`src/rtl/pattern_gen.sv`:
```
// pattern_gen: LED frame pattern writer; PATTERN_GEN_BRIGHTNESS_EN adds a brightness scale input
module pattern_gen #(
  parameter int NUM_LEDS      = 72,
  parameter int BYTES_PER_LED = 3,
  parameter int ADDR_WIDTH    = 13,
  parameter int BASE_ADDRESS  = 0,
  parameter int TICK_DIV      = 65536
) (
  input  logic                  clk,
  input  logic                  resetn,
  input  logic                  enable,
  input  logic [1:0]            mode,
  input  logic [7:0]            color,
`ifdef PATTERN_GEN_BRIGHTNESS_EN
  input  logic [7:0]            brightness,
`endif
  output logic                  wr_en,
  output logic [ADDR_WIDTH-1:0] wr_addr,
  output logic [7:0]            wr_data,
  input  logic                  wr_ready,
  output logic                  frame_done,
  output logic                  busy
);
  localparam int NUM_CHANNELS = NUM_LEDS * BYTES_PER_LED;
  localparam int CW = NUM_CHANNELS > 1 ? $clog2(NUM_CHANNELS) : 1;
  localparam int LW = NUM_LEDS > 1 ? $clog2(NUM_LEDS) : 1;
  localparam int BW = BYTES_PER_LED > 1 ? $clog2(BYTES_PER_LED) : 1;
  localparam int TW = TICK_DIV > 1 ? $clog2(TICK_DIV) : 1;

  typedef enum logic [1:0] {IDLE, WAIT_TICK, WRITE} state_t;

  state_t        r_state, w_next;
  logic [TW-1:0] r_tick;
  logic [CW-1:0] r_chan;
  logic [LW-1:0] r_led, r_phase;
  logic [BW-1:0] r_byte;
  logic [1:0]    r_mode;
  logic [7:0]    r_color;
  logic [7:0]    w_raw, w_data;
  logic          w_xfer, w_sample, w_last_chan, w_last_byte;

  assign busy        = r_state != IDLE;
  assign w_xfer      = wr_en & wr_ready;
  assign w_last_chan = r_chan == CW'(NUM_CHANNELS - 1);
  assign w_last_byte = r_byte == BW'(BYTES_PER_LED - 1);
  assign w_sample    = r_state != WRITE && w_next == WRITE && r_chan == '0;

  always_comb begin
    w_raw = r_mode == 2'b00 ? r_color :
            r_mode == 2'b01 ? (r_phase[0] ? 8'h00 : r_color) :
            r_mode == 2'b10 ? (r_led == r_phase ? r_color : 8'h00) :
            8'(r_chan) + 8'(r_phase);
  end

`ifdef PATTERN_GEN_BRIGHTNESS_EN
  logic [7:0] r_bright;
  assign w_data = 8'((16'(w_raw) * (16'(r_bright) + 16'd1)) >> 8);
`else
  assign w_data = w_raw;
`endif

  always_comb begin
    w_next = r_state;
    case (r_state)
      IDLE:      w_next = enable ? WAIT_TICK : IDLE;
      WAIT_TICK: w_next = !enable ? IDLE : r_tick == TW'(TICK_DIV - 1) ? WRITE : WAIT_TICK;
      WRITE:     w_next = !w_xfer ? WRITE : enable ? WAIT_TICK : IDLE;
      default:   w_next = IDLE;
    endcase
  end

  always_ff @(posedge clk or negedge resetn) begin
    if (!resetn) r_state <= IDLE;
    else         r_state <= w_next;
  end

  // WRITE spends one cycle loading the output registers before wr_en rises
  always_ff @(posedge clk or negedge resetn) begin
    if (!resetn) begin
      wr_en      <= 1'b0;
      wr_addr    <= '0;
      wr_data    <= '0;
      frame_done <= 1'b0;
      r_tick     <= '0;
      r_chan     <= '0;
      r_byte     <= '0;
      r_led      <= '0;
      r_phase    <= '0;
      r_mode     <= 2'b00;
      r_color    <= '0;
`ifdef PATTERN_GEN_BRIGHTNESS_EN
      r_bright   <= '0;
`endif
    end else begin
      frame_done <= 1'b0;
      r_tick     <= r_state == WAIT_TICK ? r_tick + TW'(1) : '0;
      if (w_sample) begin
        r_mode  <= mode;
        r_color <= color;
`ifdef PATTERN_GEN_BRIGHTNESS_EN
        r_bright <= brightness;
`endif
      end
      if (r_state == WRITE && !wr_en) begin
        wr_en   <= 1'b1;
        wr_addr <= ADDR_WIDTH'(BASE_ADDRESS) + ADDR_WIDTH'(r_chan);
        wr_data <= w_data;
      end else if (w_xfer) begin
        wr_en  <= 1'b0;
        r_chan <= w_last_chan ? '0 : r_chan + CW'(1);
        r_byte <= w_last_byte ? '0 : r_byte + BW'(1);
        if (w_last_byte) r_led <= r_led == LW'(NUM_LEDS - 1) ? '0 : r_led + LW'(1);
        if (w_last_chan) begin
          frame_done <= 1'b1;
          r_phase    <= r_phase == LW'(NUM_LEDS - 1) ? '0 : r_phase + LW'(1);
        end
      end
      if (w_next == IDLE) begin
        r_chan <= '0;
        r_byte <= '0;
        r_led  <= '0;
      end
    end
  end
endmodule

```
`config.mk`:
```
export PLATFORM = sky130hd
export DESIGN_NAME = pattern_gen
export DESIGN_NICKNAME = d
export VERILOG_FILES = /design/src/rtl/pattern_gen.sv
export SDC_FILE = /design/constraint.sdc
export NUM_CORES = 1
export LEC_CHECK = 0
export ABC_AREA = 1
export CAP_MARGIN = 20
export CORE_AREA = 2 2 101 79
export DETAILED_ROUTE_END_ITERATION = 6
export DIE_AREA = 0 0 103 81
export PLACE_DENSITY = 0.86
export SETUP_SLACK_MARGIN = 0.4
export SYNTH_ARGS = -nofsm -noshare
export SYNTH_HDL_FRONTEND = slang
export SYNTH_SLANG_ARGS = --single-unit
export TNS_END_PERCENT = 10
```
`constraint.sdc`:
```
create_clock -name clk -period 2.4 [get_ports clk]
set_input_delay 0.24 -clock clk [delete_from_list [all_inputs] [get_ports clk]]
set_output_delay 0.24 -clock clk [all_outputs]
set_load 0.01 [all_outputs]
```
==> impl_metrics.tcl <==
set metrics [dict create \
    synth-compound-area-share_pct 9.44 \
    via_per_inst 5.16 \
    clock_skew_ns 0.0113 \
    switching_power_uw 561 \
    synthCells 499 \
    critPathLaunchType "flip-flop" \
    crit_slowest_cell "dfrtp_2" \
    required_ns 2.67 \
    grt_pass1_wl_um 14500 \
    crit_fanout 6 \
    ys_types 38 \
    chipHeight_um 81 \
    die_x_um 103 \
    cts_sinks 70 \
    post-route-util_pct 62.0 \
    regArea_um2 1750 \
    seqPwrFrac_pct 47.4 \
    hp-class "in -> async" \
    cp.arrival_ns 2.15 \
    synth_edf_count 0 \
    finalCritPeriodShare_pct 78.4 \
    synth.mux.area_fraction_pct 0 \
    swShare_pct 22.0 \
    cts_tree "done" \
    synth_top_family_by_area "simple AND/OR/NAND/NOR gates" \
    ctsLongestPathBuffers 2 \
    place_area_um2 4350 \
    slew_violations 0 \
    rsz0062_at_grt "yes" \
    numCtsBuffers 9 \
    synthArstFlopShare_pct 100 \
    syn2layout_area_growth_pct 17.8 \
    drt_iter0_markers 226 \
    drt-wirelength-per-cell_um 13.2 \
    dp_hpwl_um 6000 \
    r2r_cells 12 \
    fillCellCount 620 \
    ys_ff_latch 70 \
    multi_input_area_um2 1820 \
    design.core.area_um2 7500 \
    wirelength_um 8610 \
    worstPathCellList "ha_1 > inv_1 > fa_1 > inv_1 > nand3_1 > nand2_1 > nand3_1 > nand2_1 > nand2_1 > nand3_1 > nand2_1 > a21boi_0" \
    worstSkewPairLatency_ns 0.35 \
    criticalPathCategory "reg -> reg" \
    place.gp.congestion 0.931 \
    drc 0 \
    clockPowerShare_pct 45.5 \
    synth_simple_gate_area_share_pct 26.5 \
    place_ws_ns 0.468 \
    drt-pass1-iter-count 5 \
    setup_violations 0 \
    yosys.area_share.adder_pct 4.31 \
    cts_root_buf "clkbuf_8" \
    dieArea_um2 8340 \
    grtUsageTotal_pct 22.3 \
    io_pins 38 \
    netlist_area_um2 3950 \
    power.leakage_nw 2.32 \
    power_density_nw_per_um2 548 \
    max_freq_mhz 531 \
    htree_num_levels 3 \
    combPwrFrac_pct 7.1 \
    port_buffers 32 \
    yosys_warnings 0 \
    synth-main-ff-cell "dfrtp_1" \
    stdcell_area_um2 4650 \
    finalSetupTns_ns 0 \
    drive_gt1_share_pct 11.0 \
    endpoint_kind "flip-flop" \
    crit_top_cell "nand2_1" \
    fin_crit_ns 1.88 \
    diodes 0 \
    ant_nets 0 \
    drv_cap 0 \
    fp-row-count 28 \
    status "finished, final reports clean" \
    vias 3354 \
    grt_pass1_vias 3213 \
    p_int_mw 1.99 \
    fin_nets 567 \
    overflow 0 \
    grt_start_max_net_pins 34 \
    hold_viol 0 \
    antenna_found_initial 0 \
    synth-xor-area-share_pct 5.10 \
    clkTransAtPathRegs_ns 0.07 \
    slowest_delay_ns 0.41 \
    ir_drop_v 0.000302 \
    timing.final.ws_setup_ns 0.518 \
    avgSynthCellArea_um2 7.91 \
    ys_seq_area_share_pct 44.4 \
    start_util_pct 52.7 \
]
[area by class of cell]
class	count	share of cell area, %
Sequential cell	70	37.7
Tap cell	105	2.82
Timing Repair Buffer	43	8.88
Inverter	73	6.13
Multi-Input combinational cell	343	39.0
Clock buffer	14	4.14
Clock inverter	2	1.29
[cell usage after synthesis (2+ instances only)]
library cell	instances	area share [%]
dfrtp_1	70	44
nor2_1	49	4.7
nand3_1	40	5.1
or2_2	9	1.4
ha_1	12	3.8
nand2_4	2	0.57
nor3_1	6	0.76
inv_2	4	0.38
buf_2	3	0.38
nand4_1	7	1.1
a21oi_1	26	3.3
nand2_2	4	0.63
nor2_2	3	0.48
nor2_4	2	0.57
nand2_1	106	10
a21boi_0	2	0.38
o21a_1	2	0.38
o21ai_1	10	1.3
xor2_1	13	2.9
xnor2_1	10	2.2
a21oi_2	2	0.44
o21ai_0	26	3.3
clkbuf_1	5	0.48
inv_1	66	6.3
buf_6	2	0.57
buf_4	6	1.1
[what timing repair did]
action / in CTS / in global routing
gates resized for setup: 0 / 5
setup endpoints to repair: 0 / 13
hold buffers: 1 / 0
buffers inserted: 0 / 3
hold endpoints to repair: 13 / 0
[registers in the layout (all words and copies together) (netlist names)]
name / flops
r_tick: 16
r_chan: 8
r_color: 8
wr_addr: 8
wr_data: 8
r_led: 7
r_phase: 7
r_byte: 2
r_mode: 2
r_state: 2
frame_done: 1
wr_en: 1
[worst paths after layout]
kind | end | from | slack (ns)
max | wr_data[6] | r_phase[0] | 0.52
min | r_phase[6] | resetn | 0.35
max reg2reg | wr_data[6] | r_phase[0] | 0.52
min reg2reg | wr_addr[6] | wr_addr[6] | 0.49
max in group asynchronous | r_phase[0] | resetn | 1.39
min in group clk | r_color[5] | color[5] | 0.43
[stage by stage]
stage	power [mW]	hold WS, ns	instances
detailed placement	1.40	0.178	630
floorplan	1.33	-0.0556	503
CTS	2.56	0.336	647
global route	2.64	0.377	650
finish	2.55	0.347	650
global placement	1.39	0.176	630
[power groups by stage]
stage / registers (mW) / logic (mW) / clock network, mW
final: 1.21 / 0.181 / 1.16
after global placement: 1.23 / 0.163 / 0
after detailed placement: 1.23 / 0.168 / 0
after CTS: 1.21 / 0.175 / 1.18
after global routing: 1.21 / 0.208 / 1.22
after floorplan: 1.23 / 0.100 / 0
[cells in the final DEF, fill, tap and decap left out, types with 5 or more instances in the layout]
cell type and count:
o21ai_1 10, nand4_1 7, nand3_1 40, xnor2_1 10, dfrtp_1 68, o21ai_0 26, inv_1 66, nor3_1 6
clkbuf_8 14, buf_4 9, a21oi_1 26, ha_1 12, conb_1 5, or2_2 9, nor2_1 49, xor2_1 13
nand2_1 106, clkdlybuf4s50_1 31
[kinds of logic (layout without fill, tap and decap cells)]
| logic type | after synthesis | count (layout) |
|---|---|---|
| buffers and inverters | 90 | 132 |
| other | 1 | 5 |
| flip-flops | 70 | 70 |
| adder cells (fa/ha/maj) | 13 | 13 |
| AO/OA/AOI/OAI | 70 | 70 |
| AND/OR/NAND/NOR | 232 | 232 |
| XOR/XNOR | 23 | 23 |
[per-layer routing]
metal / GRT usage, % / routed length (µm) / vias to the layer above
li1: - / - / 1652
met1: 28.3 / 3760 / 1574
met2: 37.3 / 4180 / 107
met3: 6.02 / 504 / 21
met4: 6.71 / 162 / 0
met5: 0 / 0 / -
[critical path: cells and delay by family, from the launching register on]
kind	cells	cell delay, ns
simple gates	7	0.55
fa+ha+maj	2	0.54
flops	1	0.41
buf+inv	2	0.15
compound gates	1	0.15
Note: power is estimated with default switching activity, not from simulation.
